**src/rtl/number_display_seq.sv**
```systemverilog
// Sequential binary-to-decimal seven-segment driver.
// Converts a WIDTH-bit unsigned value to NUM_DIGITS BCD digits by
// shift-and-add-3 (double-dabble), one bit per clock. The bcd, segs and
// overflow outputs change together in one cycle when a conversion ends.
module number_display_seq #(
    parameter int WIDTH          = 16,
    parameter int NUM_DIGITS     = 4,
    parameter int BLANK_LZ       = 1,
    parameter int SEG_ACTIVE_LOW = 1
) (
    input  logic                    clk,
    input  logic                    rst_n,
    input  logic [WIDTH-1:0]        value,
    input  logic                    start,
    output logic                    busy,
    output logic                    done,
    output logic                    overflow,
    output logic [4*NUM_DIGITS-1:0] bcd,
    output logic [7*NUM_DIGITS-1:0] segs
);

    localparam int BW = 4 * NUM_DIGITS;
    localparam int SW = 7 * NUM_DIGITS;
    localparam int CW = $clog2(WIDTH + 1);

    typedef enum logic [1:0] {
        S_IDLE,
        S_SHIFT,
        S_UPDATE
    } state_t;

    // Active-high gfedcba pattern for one decimal digit.
    function automatic logic [6:0] seg_digit(input logic [3:0] d);
        logic [6:0] p;
        case (d)
            4'd0:    p = 7'b0111111;
            4'd1:    p = 7'b0000110;
            4'd2:    p = 7'b1011011;
            4'd3:    p = 7'b1001111;
            4'd4:    p = 7'b1100110;
            4'd5:    p = 7'b1101101;
            4'd6:    p = 7'b1111101;
            4'd7:    p = 7'b0000111;
            4'd8:    p = 7'b1111111;
            4'd9:    p = 7'b1101111;
            default: p = 7'b0000000;
        endcase
        return p;
    endfunction

    // Full display image: dashes on overflow, optional leading-zero
    // blanking scanned from the top digit down, then output polarity.
    function automatic logic [SW-1:0] encode(input logic [BW-1:0] digits,
                                             input logic           ovf);
        logic [SW-1:0] s;
        logic [6:0]    p;
        logic          lit;
        s   = '0;
        lit = 1'b0;
        for (int k = NUM_DIGITS - 1; k >= 0; k--) begin
            if (digits[4*k +: 4] != 4'd0) lit = 1'b1;
            if (ovf)
                p = 7'b1000000;
            else if (BLANK_LZ != 0 && k != 0 && !lit)
                p = 7'b0000000;
            else
                p = seg_digit(digits[4*k +: 4]);
            s[7*k +: 7] = (SEG_ACTIVE_LOW != 0) ? ~p : p;
        end
        return s;
    endfunction

    state_t          r_state;
    logic [WIDTH-1:0] r_bin;
    logic [BW-1:0]   r_work;
    logic [CW-1:0]   r_cnt;
    logic            r_ovf;
    logic            r_busy;
    logic            r_done;
    logic            r_overflow;
    logic [BW-1:0]   r_bcd;
    logic [SW-1:0]   r_segs;

    logic [BW-1:0]    w_adj;
    logic [BW-1:0]    w_work_nxt;
    logic [WIDTH-1:0] w_bin_nxt;
    logic             w_carry;
    logic [SW-1:0]    w_segs_nxt;

    // One double-dabble step: add 3 to digits >= 5, then shift left by one.
    always_comb begin
        // NOTE: every always_comb output gets a default first so no path
        // leaves it unassigned, which would infer a latch.
        w_adj = r_work;
        for (int i = 0; i < NUM_DIGITS; i++) begin
            if (r_work[4*i +: 4] >= 4'd5)
                w_adj[4*i +: 4] = r_work[4*i +: 4] + 4'd3;
        end
        w_carry    = w_adj[BW-1];
        w_work_nxt = {w_adj[BW-2:0], r_bin[WIDTH-1]};
        w_bin_nxt  = {r_bin[WIDTH-2:0], 1'b0};
        w_segs_nxt = encode(w_work_nxt, r_ovf | w_carry);
    end

    // Control FSM with registered outputs; results load on the final shift
    // so they appear together with done in the UPDATE cycle.
    always_ff @(posedge clk or negedge rst_n) begin
        // NOTE: state is updated with non-blocking assignments so every
        // register samples pre-edge values regardless of statement order.
        if (!rst_n) begin
            r_state    <= S_IDLE;
            // NOTE: the working datapath is reset too; it is a handful of
            // flops, not a memory array, so the cost is negligible.
            r_bin      <= '0;
            r_work     <= '0;
            r_cnt      <= '0;
            r_ovf      <= 1'b0;
            r_busy     <= 1'b0;
            r_done     <= 1'b0;
            r_overflow <= 1'b0;
            r_bcd      <= '0;
            r_segs     <= encode('0, 1'b0);
        end else begin
            case (r_state)
                S_IDLE: begin
                    r_done <= 1'b0;
                    if (start) begin
                        r_bin   <= value;
                        r_work  <= '0;
                        r_ovf   <= 1'b0;
                        r_cnt   <= CW'(WIDTH);
                        r_busy  <= 1'b1;
                        r_state <= S_SHIFT;
                    end
                end
                S_SHIFT: begin
                    r_bin  <= w_bin_nxt;
                    r_work <= w_work_nxt;
                    r_ovf  <= r_ovf | w_carry;
                    r_cnt  <= r_cnt - CW'(1);
                    if (r_cnt == CW'(1)) begin
                        r_bcd      <= w_work_nxt;
                        r_overflow <= r_ovf | w_carry;
                        r_segs     <= w_segs_nxt;
                        r_done     <= 1'b1;
                        r_state    <= S_UPDATE;
                    end
                end
                S_UPDATE: begin
                    r_done  <= 1'b0;
                    r_busy  <= 1'b0;
                    r_state <= S_IDLE;
                end
                default: r_state <= S_IDLE;
            endcase
        end
    end

    assign busy     = r_busy;
    assign done     = r_done;
    assign overflow = r_overflow;
    assign bcd      = r_bcd;
    assign segs     = r_segs;

endmodule

```
**config.mk**
```make
export PLATFORM = sky130hd
export DESIGN_NAME = number_display_seq
export DESIGN_NICKNAME = d
export VERILOG_FILES = /design/src/rtl/number_display_seq.sv
export SDC_FILE = /design/constraint.sdc
export NUM_CORES = 1
export LEC_CHECK = 0
export ABC_AREA = 1
export BUFFER_PORTS_ARGS = -buffer_cell sky130_fd_sc_hd__buf_2
export CORE_ASPECT_RATIO = 0.8
export CORE_MARGIN = 2
export CORE_UTILIZATION = 52
export CTS_CLUSTER_DIAMETER = 100
export DETAILED_ROUTE_END_ITERATION = 7
export PLACE_DENSITY = 0.77
export SYNTH_ARGS = -nofsm -noshare
export SYNTH_HDL_FRONTEND = slang
export SYNTH_SLANG_ARGS = --single-unit
```
**constraint.sdc**
```tcl
create_clock -name clk -period 2 [get_ports clk]
set_input_delay 0.2 -clock clk [delete_from_list [all_inputs] [get_ports clk]]
set_output_delay 0.2 -clock clk [all_outputs]
set_load 0.005 [all_outputs]
```
# After elaboration in Yosys (flattened, before gate mapping)
# Memory sizes are Yosys's and may differ from the RTL's.
# Index checks and enable logic that the tools add are counted.
# totals
register_bits	87
rom_bits	448
wordCells	75
memories	4
# memory_table
name	words	word_bits	rd	rd_clocked_by_memory_dff	write_ports	line_no	text
(name not given)	16	7	1	0	0	35	case (d)
(name not given)	16	7	1	0	0	35	
(name not given)	16	7	1	0	0	35	
(name not given)	16	7	1	0	0	35	
# classes
addsub	5
n_lt_le_gt_ge	4
n_eq_ne	5
n_mux	29
bitwise_logic	5
n_reduce_logical	13
# ops
operator	n
$pmux W16 S2	2
$mux W7	7
$mux W16	2
$not A7 Y7	4
$add A4 B2 Y4 const B	4
$ge A4 B3 Y1 const B	4
$mux W4	4
$reduce_bool A4 Y1	3
$pmux W5 S2	1
$reduce_and A2 Y1	5
$mux W1	6
$pmux W1 S2	3
$reduce_bool A2 Y1	3
$eq A5 B1 Y1 const B	1
$mux W5	1
$sub A5 B1 Y5 const B	1
$mux W2	2
$ne A2 B2 Y1 const B	2
$pmux W2 S2	1
$eq A2 B1 Y1 const B	1
$eq A2 B2 Y1 const B	1
$logic_not A2 Y1	1
$reduce_or A2 Y1	1
$or A1 B1 Y1	1

# Logic depth before layout (Yosys ltp)
# depth
word_depth	9
mapped_depth	16
depth_no_buf	16

# Worst setup path after synthesis
# No wires, ideal clock.
# synth_timing
path_kind	reg2reg
start	register r_work[4]
end	register r_segs[19], in the netlist segs[19]
setup_ps	67
t_arrival_ps	1888
required_ps	1933
setup_slack_ps	45
stages_incl_launch_ff	16
period_less_slack_ps	1955
cell_sequence	dfrtp_1 inv_1 ha_1 inv_1 nand2_1 nand2_1 nand2_1 nand2_1 inv_1 ha_1 inv_1 nor3_2 nand2_1 nand2_1 nor2_1 nor2_1
# synth_between
elab_chain_len	7
# synth_lines
item	line_no	text
from (decl)	75	logic [BW-1:0] r_work;
from (signal assigned)	138	r_work <= w_work_nxt;
$add A4 B2 Y4 or $ge A4 B3 Y1 (tied branches)	97, 96	
$mux W4 (*)	96	if (r_work[4*i +: 4] >= 4'd5)
via w_adj[7]	84	logic [BW-1:0] w_adj;
parallel branches: the longest is 2 deep, another holds $mem_v2 Z16 W7	n/a	
$mux W7 (*)	64	else if (BLANK_LZ != 0 && k != 0 && !lit)
$mux W7 (*)	62	if (ovf)
$not A7 Y7 (*)	68	s[7*k +: 7] = (SEG_ACTIVE_LOW != 0) ? ~p : p;
to (signal assigned)	122	r_segs <= encode('0, 1'b0);
to (signal assigned)	144	r_segs <= w_segs_nxt;
to (decl)	82	logic [SW-1:0] r_segs;
# Mark *: on every way through the listed nets, which the timed path passes.
# A chain may end at the register's enable or synchronous reset.

# Worst setup path in the final report
# layout_timing
start	register r_work[5]
end	register r_segs[18], in the netlist segs[18]
# Same word-level chain as after synthesis.

==> results.cfg <==
[outcome]
status = finished with violations
violations = negative setup slack

[clock_tree]
clock_latency_ns = 0.36
root_buffer = clkbuf_8
clockBufferDepth = 2
clkTransAtPathRegs_ns = 0.09
cts_tree = done
cts_made_buffers = 9
cts.sinks = 87
cts_max_level = 3

[grt]
grt_overflow = 0
grt_usage = 0.239
grt_pass1_vias = 3998
antenna_found_initial = 0
grt_pass1_wl_um = 18000
grt_max_degree = 57

[critical_path]
critical_path_class = reg -> reg
end_kind = register
arrival_ns = 2.30
required_ns = 2.26
start_kind = register
crit_fanout = 4

[layout]
mostFrequentLayoutCells = nand2_1 (153), dfrtp_1 (65), buf_2 (64)
n_antenna_cell = 0
fin_cells = 770
area_growth_pct = 26.9
layout_commonest_cell = nand2_1
num-nets-final = 695
drive_gt1_frac = 0.328

[yosys]
synth_top_area_share = 0.360
synth_top_flop_cell = dfrtp_1
synth_edf_count = 0
ys.warnings.count = 0
async_flop_share = 1.00
yosysTopAreaCell = dfrtp_1
yosysSeqAreaShare = 0.487
synth_fp_nets = 594
synthDistinctLibCells = 35
syn-cell-area_um2 = 4520
syn_inst = 552
avgSynthCellArea_um2 = 8.20
netlist_top_cells_area = dfrtp_1 (36%), nand2_1 (14%), dfstp_2 (13%)
ys_ff_latch = 87

[placed_design]
place_congestion = 0.877
portBuffers = 65
dp.cells = 740
dp_hpwl_um = 7580

[timing]
drv_slew = 0
tightest_slew_ns = 0.422
grt_setup_unrepaired = yes
period_minus_slack_ns = 2.04
fin_ws_ns = -0.0407
clock.fmax_ghz = 0.490
fin_skew_ns = 0.0102
final_hold_viol_count = 0
maxSlewHeadroom = 0.719
final.period_utilization = 1.02
setup_violations = 2

[drt]
dr.pass1.iters = 5
route.detailed.drc = 0
drt-initial-drc-count = 247
ant_nets = 0
wl_per_cell_um = 15.0
wl_um = 11500
num_vias = 4209
viasPerCell = 5.47

[pwr]
power_leakage_nw = 2.88
p_total_mw = 11.0
powerDensity_nw_per_um2 = 1910
peakVddDrop_mv = 0.884

[floorplan]
ioPinCount = 66
start_util = 0.533
rows = 30
die_x_um = 108
dieArea_um2 = 9470
coreArea_um2 = 8480
die_h_um = 87.4

[job]
cap_violations = 0

[hold_path]
hp-class = in -> reg
## power by group
group          switching, mW  internal [mW]
Combinational           3.91           2.47
Sequential             0.500           2.61
Clock                  0.653          0.842
## cell type report
| type | instances | area (µm²) |
|---|---|---|
| Clock buffer | 10 | 128 |
| Clock inverter | 6 | 116 |
| Fill cell | 669 | 2740 |
| Inverter | 61 | 236 |
| Multi-Input combinational cell | 390 | 2260 |
| Sequential cell | 87 | 2200 |
| Tap cell | 112 | 140 |
| Timing Repair Buffer | 104 | 656 |
## worst max-delay path, stage by stage (launching register included)
cell and delay, ns:
dfrtp_1 0.40, inv_2 0.10, buf_6 0.11, ha_4 0.16, nand2_4 0.08, nand2_2 0.09
nand2_2 0.06, nand2_2 0.09, inv_2 0.05, buf_4 0.15, ha_1 0.20, nand2_1 0.08
o21ai_0 0.11, a31oi_1 0.27
## cell families (layout without fill, tap and decap cells)
group,Yosys count,count (layout),share of synthesized area
AO/OA/AOI/OAI,90,90,0.115
AND/OR/NAND/NOR,276,276,0.267
XOR/XNOR,1,1,0.00194
flip-flops,87,87,0.487
adder cells (fa/ha/maj),23,23,0.0636
buffers and inverters,75,181,0.0650
## state kept, by name, summed over array words and instances (netlist names)
| name | cells |
|---|---|
| r_bin | 16 |
| r_state | 2 |
| done | 1 |
| overflow | 1 |
| r_ovf | 1 |
| r_cnt | 5 |
| segs | 28 |
| busy | 1 |
| r_work | 16 |
| bcd | 16 |
## final timing paths
path                                        endpoint  slack, ns             startpoint  cells after the start
worst max-delay path            segs[18]$_DFFE_PN1P_      -0.04  r_work[5]$_DFFE_PN0P_                     13
worst max register to register  segs[18]$_DFFE_PN1P_      -0.04  r_work[5]$_DFFE_PN0P_                     13
min in group asynchronous        bcd[14]$_DFFE_PN0P_       0.32                  rst_n                      2
worst min register to register  segs[27]$_DFFE_PN1P_       0.47   segs[27]$_DFFE_PN1P_                      2
worst min-delay path            r_bin[0]$_DFFE_PN0P_       0.04               value[0]                      3
max in group asynchronous        segs[6]$_DFFE_PN1P_       1.01                  rst_n                      3
## layer usage
layer	GRT usage	share of wire	routed length (µm)	vias to the layer above
met5	0	0	0	-
met2	0.396	0.46	5350	167
met4	0.0594	0.022	248	0
met3	0.0524	0.066	761	30
met1	0.322	0.45	5170	2024
li1	-	-	-	1988
## metrics by stage
stage	TNS [ns]	util	worst slack (ns)	hold WS, ns	cell area, µm²
floorplan	0	-	0.0451	-0.0956	4520
global placement	0	0.606	0.0616	0.161	5140
detailed placement	-0.375	0.606	-0.0927	0.170	5140
CTS	0	0.640	0.00798	0.0397	5430
global route	-1.07	0.677	-0.123	0.0608	5740
finish	-0.0423	0.677	-0.0407	0.0439	5740
## what timing repair did
action	in CTS	in global routing
hold buffers	1	0
pin swaps	3	16
setup endpoints to repair	16	27
resized for setup	7	68
buffers inserted	1	12
endpoints found under the hold margin	12	0
## synth_stat cells, types with 7 or more instances
cell type	number
o21ai_0	34
o22ai_1	19
dfrtp_1	65
nor2_1	48
a22oi_1	10
nand3_1	30
inv_1	54
clkbuf_1	7
ha_1	23
dfstp_2	22
nand2_1	170
a21oi_1	17
(Power assumes the default switching activity.)
